### src/rtl/stepper_motor_ctrl.sv
// stepper_motor_ctrl: accepts move commands (direction, half/full step,
// step count, step period). It times steps with a reloadable divider and
// drives a 4-coil unipolar winding pattern from a 3-bit phase. It also keeps
// a signed position count.
//
// Optional build macro STEPPER_MOTOR_CTRL_IDLE_RELEASE_EN:
//   defined   -> coils are released (0000) in IDLE and whenever en is low.
//   undefined -> coils keep holding torque in IDLE once any command has run.
module stepper_motor_ctrl #(
    parameter int DIV_W  = 16,
    parameter int STEP_W = 16,
    parameter int POS_W  = 24
) (
    input  logic              system1000,
    input  logic              system1000_rst,
    input  logic              en,
    input  logic              cmd_valid,
    output logic              cmd_ready,
    input  logic              cmd_dir,
    input  logic              cmd_half,
    input  logic [STEP_W-1:0] cmd_steps,
    input  logic [DIV_W-1:0]  cmd_period,
    input  logic              abort,
    input  logic              pos_load,
    input  logic [POS_W-1:0]  pos_load_val,
    output logic [POS_W-1:0]  position,
    output logic              busy,
    output logic              done,
    output logic              step_pulse,
    output logic [3:0]        coils
);

    typedef enum logic [1:0] {
        IDLE = 2'd0,
        RUN  = 2'd1,
        DONE = 2'd2
    } state_t;

    state_t state;
    state_t state_next;

    logic              dir_q;
    logic              half_q;
    logic [STEP_W-1:0] steps_rem;
    logic [DIV_W-1:0]  period_q;
    logic [DIV_W-1:0]  div_cnt;
    logic [2:0]        phase;
    logic [POS_W-1:0]  pos_q;
    logic [3:0]        coils_q;
    logic              engaged;

    logic              accept;
    logic [DIV_W-1:0]  period_eff;
    logic              tick;
    logic              two_step;
    logic [2:0]        phase_after;
    logic [POS_W-1:0]  pos_delta;
    logic [3:0]        coils_next;

    // Winding pattern for each of the eight half-step phases.
    function automatic logic [3:0] coil_pattern(input logic [2:0] p);
        logic [3:0] pat;
        case (p)
            3'd0:    pat = 4'b1000;
            3'd1:    pat = 4'b1100;
            3'd2:    pat = 4'b0100;
            3'd3:    pat = 4'b0110;
            3'd4:    pat = 4'b0010;
            3'd5:    pat = 4'b0011;
            3'd6:    pat = 4'b0001;
            default: pat = 4'b1001;
        endcase
        return pat;
    endfunction

    assign accept     = cmd_valid && (state == IDLE);
    assign period_eff = (cmd_period == '0) ? DIV_W'(1) : cmd_period;

    // A step fires when the divider has run out in RUN, unless en is low or abort wins.
    assign tick       = (state == RUN) && en && !abort && (div_cnt == '0);

    // Full-step from an odd phase jumps two phases; from an even phase it first aligns by one.
    assign two_step   = !half_q && phase[0];
    assign pos_delta  = two_step ? POS_W'(2) : POS_W'(1);

    // Phase after this cycle, used so coils track the phase in the same edge.
    always_comb begin
        phase_after = phase;
        if (tick) begin
            if (dir_q) begin
                phase_after = two_step ? (phase + 3'd2) : (phase + 3'd1);
            end else begin
                phase_after = two_step ? (phase - 3'd2) : (phase - 3'd1);
            end
        end
    end

    // Next-state decode and the handshake/status outputs.
    always_comb begin
        state_next = state;
        cmd_ready  = 1'b0;
        busy       = 1'b1;
        done       = 1'b0;
        step_pulse = 1'b0;
        case (state)
            IDLE: begin
                cmd_ready = 1'b1;
                busy      = 1'b0;
                if (accept) begin
                    state_next = (cmd_steps == '0) ? DONE : RUN;
                end
            end
            RUN: begin
                step_pulse = tick;
                if (abort) begin
                    state_next = DONE;
                end else if (tick && (steps_rem == STEP_W'(1))) begin
                    state_next = DONE;
                end
            end
            DONE: begin
                done       = 1'b1;
                state_next = IDLE;
            end
            default: begin
                state_next = IDLE;
            end
        endcase
    end

    // Coil drive for the next cycle, depending on whether idle release is built in.
    always_comb begin
        coils_next = 4'b0000;
`ifdef STEPPER_MOTOR_CTRL_IDLE_RELEASE_EN
        if ((state_next != IDLE) && en) begin
            coils_next = coil_pattern(phase_after);
        end
`else
        if (engaged || accept) begin
            coils_next = coil_pattern(phase_after);
        end
`endif
    end

    // State register.
    always_ff @(posedge system1000) begin
        if (system1000_rst) begin
            state <= IDLE;
        end else begin
            state <= state_next;
        end
    end

    // Command latch: direction, mode, period and remaining step count.
    always_ff @(posedge system1000) begin
        if (system1000_rst) begin
            dir_q     <= 1'b0;
            half_q    <= 1'b0;
            period_q  <= DIV_W'(1);
            steps_rem <= '0;
            engaged   <= 1'b0;
        end else if (accept) begin
            dir_q     <= cmd_dir;
            half_q    <= cmd_half;
            period_q  <= period_eff;
            steps_rem <= cmd_steps;
            engaged   <= 1'b1;
        end else if (tick) begin
            steps_rem <= steps_rem - STEP_W'(1);
        end
    end

    // Step-period divider: loaded on accept, counts down in RUN while enabled.
    always_ff @(posedge system1000) begin
        if (system1000_rst) begin
            div_cnt <= '0;
        end else if (accept) begin
            div_cnt <= period_eff - DIV_W'(1);
        end else if ((state == RUN) && en && !abort) begin
            if (div_cnt == '0) begin
                div_cnt <= period_q - DIV_W'(1);
            end else begin
                div_cnt <= div_cnt - DIV_W'(1);
            end
        end
    end

    // Phase, position and coil registers all move together on a step tick.
    always_ff @(posedge system1000) begin
        if (system1000_rst) begin
            phase   <= 3'd0;
            pos_q   <= '0;
            coils_q <= 4'b0000;
        end else begin
            phase   <= phase_after;
            coils_q <= coils_next;
            if (tick) begin
                pos_q <= dir_q ? (pos_q + pos_delta) : (pos_q - pos_delta);
            end else if ((state == IDLE) && pos_load) begin
                pos_q <= pos_load_val;
            end
        end
    end

    assign position = pos_q;
    assign coils    = coils_q;

endmodule

### config.mk
export PLATFORM = sky130hd
export DESIGN_NAME = stepper_motor_ctrl
export DESIGN_NICKNAME = d
export VERILOG_FILES = /design/src/rtl/stepper_motor_ctrl.sv
export SDC_FILE = /design/constraint.sdc
export NUM_CORES = 1
export LEC_CHECK = 0
export ABC_CLOCK_PERIOD_IN_PS = 8000
export CORE_ASPECT_RATIO = 0.6
export CORE_MARGIN = 3
export CORE_UTILIZATION = 25
export DETAILED_ROUTE_END_ITERATION = 12
export PLACE_DENSITY = 0.49
export SKIP_CTS_REPAIR_TIMING = 1
export SYNTH_ARGS = -nofsm -noshare
export SYNTH_HDL_FRONTEND = slang
export SYNTH_SLANG_ARGS = --single-unit
### constraint.sdc
create_clock -name system1000 -period 8 [get_ports system1000]
set_input_delay 1.6 -clock system1000 [delete_from_list [all_inputs] [get_ports system1000]]
set_output_delay 1.6 -clock system1000 [all_outputs]
set_load 0.05 [all_outputs]
==> results list <==
- In this run the critical register-to-register path is launched from state[0].
- Number of antenna violations at the first check in global routing: 0
- For this run, the number of standard cells in the final layout without fillers is around 1000.
- Width of the die: 196 um
- For this design, the sink count on the clock tree is 84.
- Relative to the synthesized area, the layout overhead comes to 28.9%.
- Critical path required time: ~6400 ps
- The number of placed instances, taps included, is approximately 1000.
* Kind of path behind the tightest hold check: reg -> reg
- The synthesized design spends more area on one cell type than any other, namely sky130_fd_sc_hd__dfxtp_1.
- Dividing total power by cell area gives a power density of ~220 nW/um2.
* Reg2reg setup slack: approximately 4500 ps
- Post-DP HPWL: approximately 13000 um
- For the final database, setup skew stands at approximately 8.5 ps.
* Num CTS Buffers: 9
* # rows: 40
* Average instance area after synthesis: 7.83 um2
* RSZ-0062 raised after global routing: false
- Cell count of the worst hold path: 2
- Remaining antenna violation count after routing: 0
* Total number of H-tree levels: 3
- After detailed routing, the number of remaining DRC violations is 0.
- The top cell type by area accounts for between 30% and 40% of the synthesized area.
- Main flop type after synthesis: sky130_fd_sc_hd__dfxtp_1
- Counting flops with an async set or reset pin after synthesis yields a share of 0%.
- Period Utilization, post-route: roughly two thirds
* Startpoint kind of the worst setup timing path: primary input
* Final design utilization: 33.8%
- The signal on the critical path passes through clkdlybuf4s50_1, nor2b_1, and3b_1, nand3_2, inv_1, buf_4, clkdlybuf4s50_1.
- The placed instances occupy a cell area of 6610 um2.
- Total of max-cap violations: 0
* Post-CTS clock slew at the launch and capture registers of the worst setup and hold paths: around 60 ps
* Max clock buf depth: 2
- The smallest clock period supported by the final layout is computed as between 5000 and 6000 ps.
- Fraction of layout instances using a drive strength above 1: under 10%
- IR analysis of the VDD net gives a maximum drop of roughly 0.00012 V.
- Measured along the y axis, the die boundary spans 120 um.
- For the worst flop-to-flop path, the logic depth is 9.
* Largest incremental delay on the critical path: between 800 and 900 ps
- Per-cell via count in the routed design: ~5.2
* Grt ovf: 0
- The path with the worst hold slack has its endpoint at period_q[12].
* Instance count of the mapped netlist: slightly below 700
* Final Max Slew Viols: 0
* Maximum achievable frequency: ~180 MHz
* Maximum number of pins on one net before global-route repair: 86
* Synthesized area: between 5000 and 6000 um2
- Most frequent cell on the critical path: sky130_fd_sc_hd__clkdlybuf4s50_1
* IO Pins: 96
- Combined global-route utilization of all metal layers: ~15%
- The flow ran to the end, and the final reports show no timing, DRC or antenna violations.
- Initial core utilization: a little over a quarter
- After detailed routing, the average wire length per cell comes to between 15 and 20 um.
- Crit path kind: in -> out
- The worst setup path is captured at a primary output.
- Signal arrival time at the worst endpoint: between 3000 and 4000 ps
* Number of endpoints failing setup at the final stage: 0
* Via count of the first global-routing pass: approximately 4900
- In this run the tightest slew margin relative to its limit is about a third.
- Commonest non-fill, non-tap cell in the layout: sky130_fd_sc_hd__clkdlybuf4s50_1
- Count of different cell masters after synthesis: 69
- The number of hold violations in the final report is 0.
* Final #Nets: 860
- After detailed routing, the total wire length is around 18000 um.
- Routability-driven placement finished with a final weighted congestion of between 0.8 and 0.9.
- Number of DRC markers after the initial detailed-route iteration: 449
- Total negative slack for setup checks: 0 ps
* Sequential share of the synthesized area: between 30% and 40%
- Cell with the largest stage delay on the worst path: sky130_fd_sc_hd__clkdlybuf4s50_1
* Count of flip-flops with a built-in enable after synthesis: 0
- In this run the clock root is driven by a sky130_fd_sc_hd__clkbuf_16.
* Biggest area contributors in the synthesized netlist: sky130_fd_sc_hd__dfxtp_1, sky130_fd_sc_hd__ha_1, sky130_fd_sc_hd__nand2_1
- The top cell types in the final layout, fill and taps aside, are sky130_fd_sc_hd__clkdlybuf4s50_1, sky130_fd_sc_hd__nand2_1, sky130_fd_sc_hd__dfxtp_1.
* Buffers on Ports: 95
* Clock latency of the later-clocked register in the worst-skew pair: 350 ps
* Synth Register Bits: 84
- The core region is approximately 21000 um2.
- Synthesis produced a netlist with a net count of 784.
- During synthesis, Yosys emitted a total of 0 warnings.
- The number of antenna diodes in the final layout is 0.
* Number of detailed-routing iterations run before antenna repair: 7
- TritonCTS clock tree: built
* Global-route wire length before repair: 28500 um
- Transition at the pin with the smallest max-transition slack: 1020 ps
* Hold path start: period_q[12]
- Total leakage power: roughly 2.5 nW
* Routed vias: between 5000 and 6000
- Die outline area: around 23000 um2
- The worst register-to-register path ends at div_cnt[10].
* Crit-path max FO: 26
- After routing the design area is ~7000 um2.
per-stage QoR:
step                      worst slack, ps  power, mW  hold slack, ps
after detailed placement             2540       1.01             453
final                                2550       1.54             459
after global routing                 2420       1.63             477
after global placement               2500       1.02             446
after floorplan                      3700      0.860             432
after CTS                            2540       1.55             462
worst max path at each step:
stage | start | slack [ps] | cells after the start | endpoint
floorplan | en | 3700 | 6 | step_pulse
global placement | abort | 2500 | 7 | step_pulse
detailed placement | abort | 2540 | 7 | step_pulse
CTS | abort | 2540 | 7 | step_pulse
global route | abort | 2420 | 7 | step_pulse
finish | abort | 2550 | 7 | step_pulse
flip-flops by register name (all words and copies together), names as in the netlist:
signal	flops
engaged	1
phase	3
state	2
steps_rem	16
coils	4
half_q	1
div_cnt	16
position	24
dir_q	1
period_q	16
cell usage after synthesis, drive strengths merged (12+ instances only):
master  instances
nand2          92
dfxtp          84
nor2           71
a21oi          52
o21ai          32
ha             28
nor3           27
clkbuf         26
a311oi         22
a211oi         21
nor4           15
a31oi          14
xnor2          14
buf            13
and3           12
xor2           12
logic make-up after synthesis:
| group | after synthesis | synth area share (%) |
|---|---|---|
| AO/OA/AOI/OAI | 214 | 27.4 |
| adder cells (fa/ha/maj) | 29 | 6.85 |
| flip-flops | 84 | 31.1 |
| multiplexers | 7 | 1.30 |
| buffers and inverters | 48 | 3.70 |
| AND/OR/NAND/NOR | 283 | 25.5 |
| XOR/XNOR | 26 | 4.21 |
layer usage:
layer  part of all wire, %  track usage [%]  vias up  wire [um]
met5                     0                0        -          0
met4                  0.61             2.94        0        109
met3                   6.1             3.90        9       1090
met2                    36             18.7      145       6510
met1                    57             25.1     2538      10200
li1                      -                -     2745          -
report_power, final:
part,internal (mW),total (mW),switching (mW)
sequential,0.456,0.491,0.0351
combinational,0.210,0.519,0.309
clock,0.338,0.527,0.189
worst max-delay path: cells and delay by family:
kind	cells	cell delay, ps
buf+inv	4	1720
simple gates	3	520
layout make-up:
| class | count | area, um2 |
|---|---|---|
| sequential | 84 | 1680 |
| tap | 273 | 342 |
| inverter | 9 | 33.8 |
| clock inverter | 6 | 136 |
| timing repair buffer | 104 | 1010 |
| clock buffer | 10 | 229 |
| multi-input combinational | 559 | 3530 |
| fill | 2172 | 13600 |
Power figures use the tool's default switching activity.
